`src/rtl/operand_fetch_pkg.sv`:
```
// Shared definitions for the decode / operand-fetch / writeback stages:
// datapath width, register count, opcode encodings and instruction field helpers.
package operand_fetch_pkg;

   localparam int unsigned XLEN   = 32;
   localparam int unsigned NREG   = 32;
   localparam int unsigned REG_AW = 5;

   localparam int unsigned OPC_LSB = 0;
   localparam int unsigned OPC_W   = 7;
   localparam int unsigned RD_LSB  = 7;
   localparam int unsigned RS1_LSB = 15;
   localparam int unsigned RS2_LSB = 20;

   typedef enum logic [OPC_W-1:0] {
      OP_LUI    = 7'b0110111,
      OP_AUIPC  = 7'b0010111,
      OP_JAL    = 7'b1101111,
      OP_JALR   = 7'b1100111,
      OP_LOAD   = 7'b0000011,
      OP_STORE  = 7'b0100011,
      OP_BRANCH = 7'b1100011,
      OP_REG    = 7'b0110011,
      OP_IMM    = 7'b0010011
   } opcode_e;

   function automatic logic [REG_AW-1:0] rs1_of(input logic [31:0] ir);
      return ir[RS1_LSB +: REG_AW];
   endfunction

   function automatic logic [REG_AW-1:0] rs2_of(input logic [31:0] ir);
      return ir[RS2_LSB +: REG_AW];
   endfunction

   function automatic logic [REG_AW-1:0] rd_of(input logic [31:0] ir);
      return ir[RD_LSB +: REG_AW];
   endfunction

   function automatic logic [OPC_W-1:0] opcode_of(input logic [31:0] ir);
      return ir[OPC_LSB +: OPC_W];
   endfunction

   function automatic logic uses_rs1(input logic [OPC_W-1:0] op);
      return !(op == OP_LUI || op == OP_AUIPC || op == OP_JAL);
   endfunction

   function automatic logic uses_rs2(input logic [OPC_W-1:0] op);
      return (op == OP_REG || op == OP_STORE || op == OP_BRANCH);
   endfunction

   function automatic logic writes_rd(input logic [OPC_W-1:0] op, input logic [REG_AW-1:0] rd);
      return !(op == OP_STORE || op == OP_BRANCH) && (rd != '0);
   endfunction

endpackage

```
`src/rtl/operand_fetch_reg_file.sv`:
```
// reg_file: NREG x WIDTH register file, one write port, two combinational
// read ports, x0 hardwired to zero. Define REG_BYPASS_EN for same-cycle
// write-through from the write port to the read ports.
module reg_file #(
   parameter int unsigned WIDTH = operand_fetch_pkg::XLEN,
   parameter int unsigned DEPTH = operand_fetch_pkg::NREG
) (
   input  logic                                 clk,
   input  logic                                 rst,
   input  logic [operand_fetch_pkg::REG_AW-1:0] wr_addr,
   input  logic [WIDTH-1:0]                     wr_data,
   input  logic [operand_fetch_pkg::REG_AW-1:0] rd_addr1,
   input  logic [operand_fetch_pkg::REG_AW-1:0] rd_addr2,
   output logic [WIDTH-1:0]                     rd_data1,
   output logic [WIDTH-1:0]                     rd_data2
);

   logic [WIDTH-1:0] regs [DEPTH];

   // Commit the writeback port; address 0 is a no-write
   always_ff @(posedge clk) begin
      if (rst) begin
         for (int unsigned i = 0; i < DEPTH; i++) regs[i] <= '0;
      end else if (wr_addr != '0) begin
         regs[wr_addr] <= wr_data;
      end
   end

   // Combinational reads, x0 forced to zero, optional write-through
   always_comb begin
      rd_data1 = (rd_addr1 == '0) ? '0 : regs[rd_addr1];
      rd_data2 = (rd_addr2 == '0) ? '0 : regs[rd_addr2];
`ifdef REG_BYPASS_EN
      if (rd_addr1 != '0 && rd_addr1 == wr_addr) rd_data1 = wr_data;
      if (rd_addr2 != '0 && rd_addr2 == wr_addr) rd_data2 = wr_data;
`endif
   end

endmodule

```
`src/rtl/operand_fetch.sv`:
```
// operand_fetch: owns the register file, reads rs1/rs2 for the decoded
// instruction, tracks pending destinations in a busy scoreboard, stalls on
// RAW hazards and hands a registered operand bundle to execute.
// Define REG_BYPASS_EN to let a same-cycle writeback forward data and clear
// the hazard; otherwise a dependent instruction waits for the commit.
module operand_fetch #(
   parameter int unsigned XLEN = operand_fetch_pkg::XLEN,
   parameter int unsigned NREG = operand_fetch_pkg::NREG
) (
   input  logic                                 clk,
   input  logic                                 rst,
   input  logic                                 in_valid,
   output logic                                 in_ready,
   input  logic [31:0]                          in_IR,
   input  logic [XLEN-1:0]                      in_PC,
   input  logic [XLEN-1:0]                      wb_data,
   input  logic [operand_fetch_pkg::REG_AW-1:0] wb_address,
   output logic                                 out_valid,
   input  logic                                 out_ready,
   output logic [31:0]                          out_IR,
   output logic [XLEN-1:0]                      out_PC,
   output logic [XLEN-1:0]                      out_A,
   output logic [XLEN-1:0]                      out_B
);

   import operand_fetch_pkg::*;

   logic [REG_AW-1:0] rs1, rs2, rd;
   logic [OPC_W-1:0]  opcode;
   logic              use1, use2, wr_rd;
   logic              clr1, clr2, hazard, issue;
   logic [XLEN-1:0]   rdata1, rdata2;
   logic [NREG-1:0]   busy;

   assign rs1    = rs1_of(in_IR);
   assign rs2    = rs2_of(in_IR);
   assign rd     = rd_of(in_IR);
   assign opcode = opcode_of(in_IR);
   assign use1   = uses_rs1(opcode);
   assign use2   = uses_rs2(opcode);
   assign wr_rd  = writes_rd(opcode, rd);

   reg_file #(
      .WIDTH (XLEN),
      .DEPTH (NREG)
   ) u_reg_file (
      .clk      (clk),
      .rst      (rst),
      .wr_addr  (wb_address),
      .wr_data  (wb_data),
      .rd_addr1 (rs1),
      .rd_addr2 (rs2),
      .rd_data1 (rdata1),
      .rd_data2 (rdata2)
   );

   // Hazard detection and the decode-side handshake
   always_comb begin
`ifdef REG_BYPASS_EN
      clr1 = (wb_address == rs1);
      clr2 = (wb_address == rs2);
`else
      clr1 = 1'b0;
      clr2 = 1'b0;
`endif
      hazard   = (use1 && busy[rs1] && !clr1) || (use2 && busy[rs2] && !clr2);
      in_ready = (!out_valid || out_ready) && !hazard && !rst;
      issue    = in_valid && in_ready;
   end

   // Operand bundle register towards execute; holds while stalled downstream
   always_ff @(posedge clk) begin
      if (rst) begin
         out_valid <= 1'b0;
         out_IR    <= '0;
         out_PC    <= '0;
         out_A     <= '0;
         out_B     <= '0;
      end else if (issue) begin
         out_valid <= 1'b1;
         out_IR    <= in_IR;
         out_PC    <= in_PC;
         out_A     <= rdata1;
         out_B     <= rdata2;
      end else if (out_ready) begin
         out_valid <= 1'b0;
      end
   end

   // Busy scoreboard: writeback clears, issue sets (later assignment wins)
   always_ff @(posedge clk) begin
      if (rst) begin
         busy <= '0;
      end else begin
         if (wb_address != '0) busy[wb_address] <= 1'b0;
         if (issue && wr_rd)   busy[rd]         <= 1'b1;
         busy[0] <= 1'b0;
      end
   end

endmodule

```
`config.mk`:
```
export PLATFORM = sky130hd
export DESIGN_NAME = operand_fetch
export DESIGN_NICKNAME = d
export VERILOG_FILES = /design/src/rtl/operand_fetch_pkg.sv /design/src/rtl/operand_fetch_reg_file.sv /design/src/rtl/operand_fetch.sv
export SDC_FILE = /design/constraint.sdc
export NUM_CORES = 2
export LEC_CHECK = 0
export CORE_UTILIZATION = 50
export CTS_BUF_LIST = sky130_fd_sc_hd__clkbuf_16
export CTS_CLUSTER_DIAMETER = 120
export CTS_CLUSTER_SIZE = 28
export DETAILED_ROUTE_END_ITERATION = 10
export PLACE_DENSITY = 0.67
export SETUP_SLACK_MARGIN = 0.15
export SLEW_MARGIN = 10
export SYNTH_ARGS = -nofsm -noshare
export SYNTH_HDL_FRONTEND = slang
export SYNTH_SLANG_ARGS = --single-unit
```
`constraint.sdc`:
```
create_clock -name clk -period 4.6 [get_ports clk]
set_clock_uncertainty 0.1 [all_clocks]
set_input_delay 0.69 -clock clk [delete_from_list [all_inputs] [get_ports clk]]
set_output_delay 0.69 -clock clk [all_outputs]
set_load 0.02 [all_outputs]
```
==> metrics.md <==
| Metric | Value |
|---|---|
| Post-synthesis async set-or-reset flop share | 0 |
| Initial Util | 0.505 |
| Total track usage | 0.319 |
| Synth Flop Type | edfxtp_1 |
| Crit path max fanout | 3 |
| Crit-path leading delay family | compound AO/OA/AOI/OAI gates |
| Root Driver | clkbuf_16 |
| Post-synthesis sequential area ratio | 0.552 |
| Die width | 353 um |
| Routed WL per cell | 34.0 um |
| Worst Setup Path Type | reg2out |
| Final min period | 3.94 ns |
| Switch Pwr | 5.68 mW |
| CP arrival | 3.15 ns |
| Final Wtd Congestion | 0.853 |
| Worst-Margin Slew | 1.23 ns |
| LEAKAGE | 23.5 nW |
| Seq cells post-synth | 1,184 |
| Clk pwr share | 0.254 |
| Post-synthesis instance total | 4,190 |
| Ys Warns | 0 |
| First DRT Iteration DRCs | 5,857 |
| Max incr delay on CP | 0.63 ns |
| Setup-failing EPs final | 0 |
| Post-DP HPWL | 116 mm |
| I/O Pins | 235 |
| Post-Route Setup TNS | 0 ns |
| Resized Gates After CTS | 0 |
| Combinational power share | 0.158 |
| CP max-delay cell | clkdlybuf4s50_1 |
| Largest net degree at the start of global routing | 131 |
| Die height | 353 um |
| Fin. max-slew vios | 0 |
| CTS Hold Buffers Added | 0 |
| Area delta synth->final | 9.49% |
| Layout cells sized above 1 | 0.211 |
| Die Area | 0.124 mm2 |
| Worst slew margin | 0.175 |
| Skew-Pair Late Insertion Delay | 0.71 ns |
| Most frequent cells in the layout | edfxtp_1, and2_1, mux4_2, mux2i_1, clkdlybuf4s50_1 |
| Core ar. | 0.122 mm2 |
| Fmax achieved | 0.254 GHz |
| Post-synthesis instance area | 0.0615 mm2 |
| First-pass GRT wire length | 282 mm |
| Worst setup EP type | primary output |
| 1st-pass router iterations | 5 |
| Register share of total power | 0.588 |
| Worst-path clk slew | 0.11 ns |
| Routed vias/inst | 6.59 |
| Net Sw Frac | 0.264 |
| Sink Count | 1,184 |
| Final ANT Viol Nets | 0 |
| Htree depth | 2 |
| Total buffers and inverters traversed by the critical path | 1 |
| DR DRC count | 0 |
| Max cap viols | 0 |
| Commonest non-fill, non-tap cell in the layout | edfxtp_1 |
| Initial antenna violation count | 14 |
| Netlist cell types | 49 |
| CP cell instances | mux4_2 > or2_0 > a221o_1 > a31oi_2 > o21a_1 > clkdlybuf4s50_1 |
| Final wirelength | 200 mm |
| Worst VDD drop | 323 uV |
| Fin nets | 4,326 |
| Clock Path Buffers | 3 |
| Filler instances | 9,635 |
| GRT overflow | 0 |
| Avg Cell Area, Syn | 14.7 um2 |
| Endpoints failing hold | 0 |
| CTS Buf Count | 48 |
| PwrDens | 319 mW/mm2 |
| Port bufs | 234 |
| TritonCTS clock tree | yes |
| Vias | 38,800 |
| Crit share post-route | 0.856 |
| Vias in the first global route | 37,700 |
| Pwr Total | 21.5 mW |
| Outcome | complete, no violations |
| Pint | 15.8 mW |
| Hold Crit Class | in2reg |
| Post-CTS Setup Bufs | 0 |
| Crit path launch type | flip-flop |
| Post-synth EDFFs | 1,024 |
| Number of cell rows | 128 |
| Critical Path RT | 3.81 ns |
| RSZ-0062 raised after global routing | false |
-- worst paths after layout --
kind / start / end / slack, ns / depth (start not counted)
worst max-delay path: busy[11] / in_ready / 0.66 / 6
worst min-delay path: in_IR[16] / out_IR[16] / 0.22 / 2
worst max register to register: busy[11] / out_B[6] / 1.67 / 8
worst min register to register: out_B[13] / out_B[13] / 0.38 / 2
-- cell families after synthesis --
| family | share of synthesized area |
|---|---|
| simple gates | 0.134 |
| flops | 0.552 |
| mux | 0.244 |
| buf+inv | 0.0319 |
| compound gates | 0.0375 |
| other cells | 0.0000609 |
-- cells in the mapped netlist (3+ instances only) --
cell type | n | area, um2
a211oi_1 | 19 | 143
a21o_1 | 20 | 150
a21oi_1 | 17 | 85.1
a221oi_1 | 68 | 596
a22oi_1 | 42 | 315
a31oi_1 | 20 | 125
and2_1 | 1001 | 6260
and3b_1 | 3 | 26.3
buf_1 | 21 | 78.8
buf_2 | 86 | 430
buf_4 | 15 | 113
buf_6 | 4 | 45.0
clkbuf_1 | 309 | 1160
dfxtp_1 | 160 | 3200
edfxtp_1 | 1024 | 30700
inv_1 | 35 | 131
mux2_2 | 59 | 664
mux2_4 | 6 | 90.1
mux2i_1 | 246 | 2460
mux4_2 | 525 | 11800
nand2_1 | 102 | 383
nand2b_1 | 94 | 588
nand3_1 | 57 | 285
nor2_1 | 41 | 154
nor2b_1 | 70 | 438
nor3_1 | 6 | 30.0
nor3b_1 | 3 | 22.5
o211ai_1 | 41 | 308
o21ai_0 | 53 | 265
o22ai_2 | 17 | 213
-- per-stage QoR --
stage	hold slack [ns]	setup WS [ns]	utilization	cell area [um2]	instances
after floorplan	0.336	1.50	-	61700	4221
after global placement	0.362	0.692	0.541	65900	5796
after detailed placement	0.366	0.678	0.541	65900	5796
after CTS	0.183	0.639	0.553	67400	5886
after global routing	0.194	0.558	0.553	67400	5886
final	0.217	0.664	0.553	67400	5888
-- state kept, by name, summed over array words and instances, names as in the netlist --
signal	cells
out_PC	32
out_B	32
u_reg_file.regs	1024
out_valid	1
out_IR	32
busy	31
out_A	32
-- layout make-up --
class / count / area (um2) / area share
inverters: 37 / 144 / 0.00214
clock inverters: 40 / 173 / 0.00256
repair buffers: 385 / 3810 / 0.0565
diodes: 2 / 5.00 / 0.0000743
clock buffers: 50 / 1250 / 0.0186
multi-input cells: 2565 / 26000 / 0.386
well taps: 1625 / 2030 / 0.0302
flip-flops and latches: 1184 / 34000 / 0.504
-- power by group through the flow --
stage | registers, mW | clock network, mW | logic, mW
after floorplan | 12.8 | 0 | 1.97
after global placement | 12.8 | 0 | 3.33
after detailed placement | 12.9 | 0 | 3.35
after CTS | 12.6 | 5.50 | 3.36
after global routing | 12.7 | 5.83 | 3.51
final | 12.6 | 5.46 | 3.39
-- routing by layer --
layer	track usage	vias to the layer above	share of wire
li1	-	15900	-
met5	0	-	0.00018
met3	0.0711	356	0.12
met2	0.486	2543	0.45
met4	0.112	8	0.040
met1	0.455	20000	0.39
No activity file was read; power rests on OpenSTA's default activity.
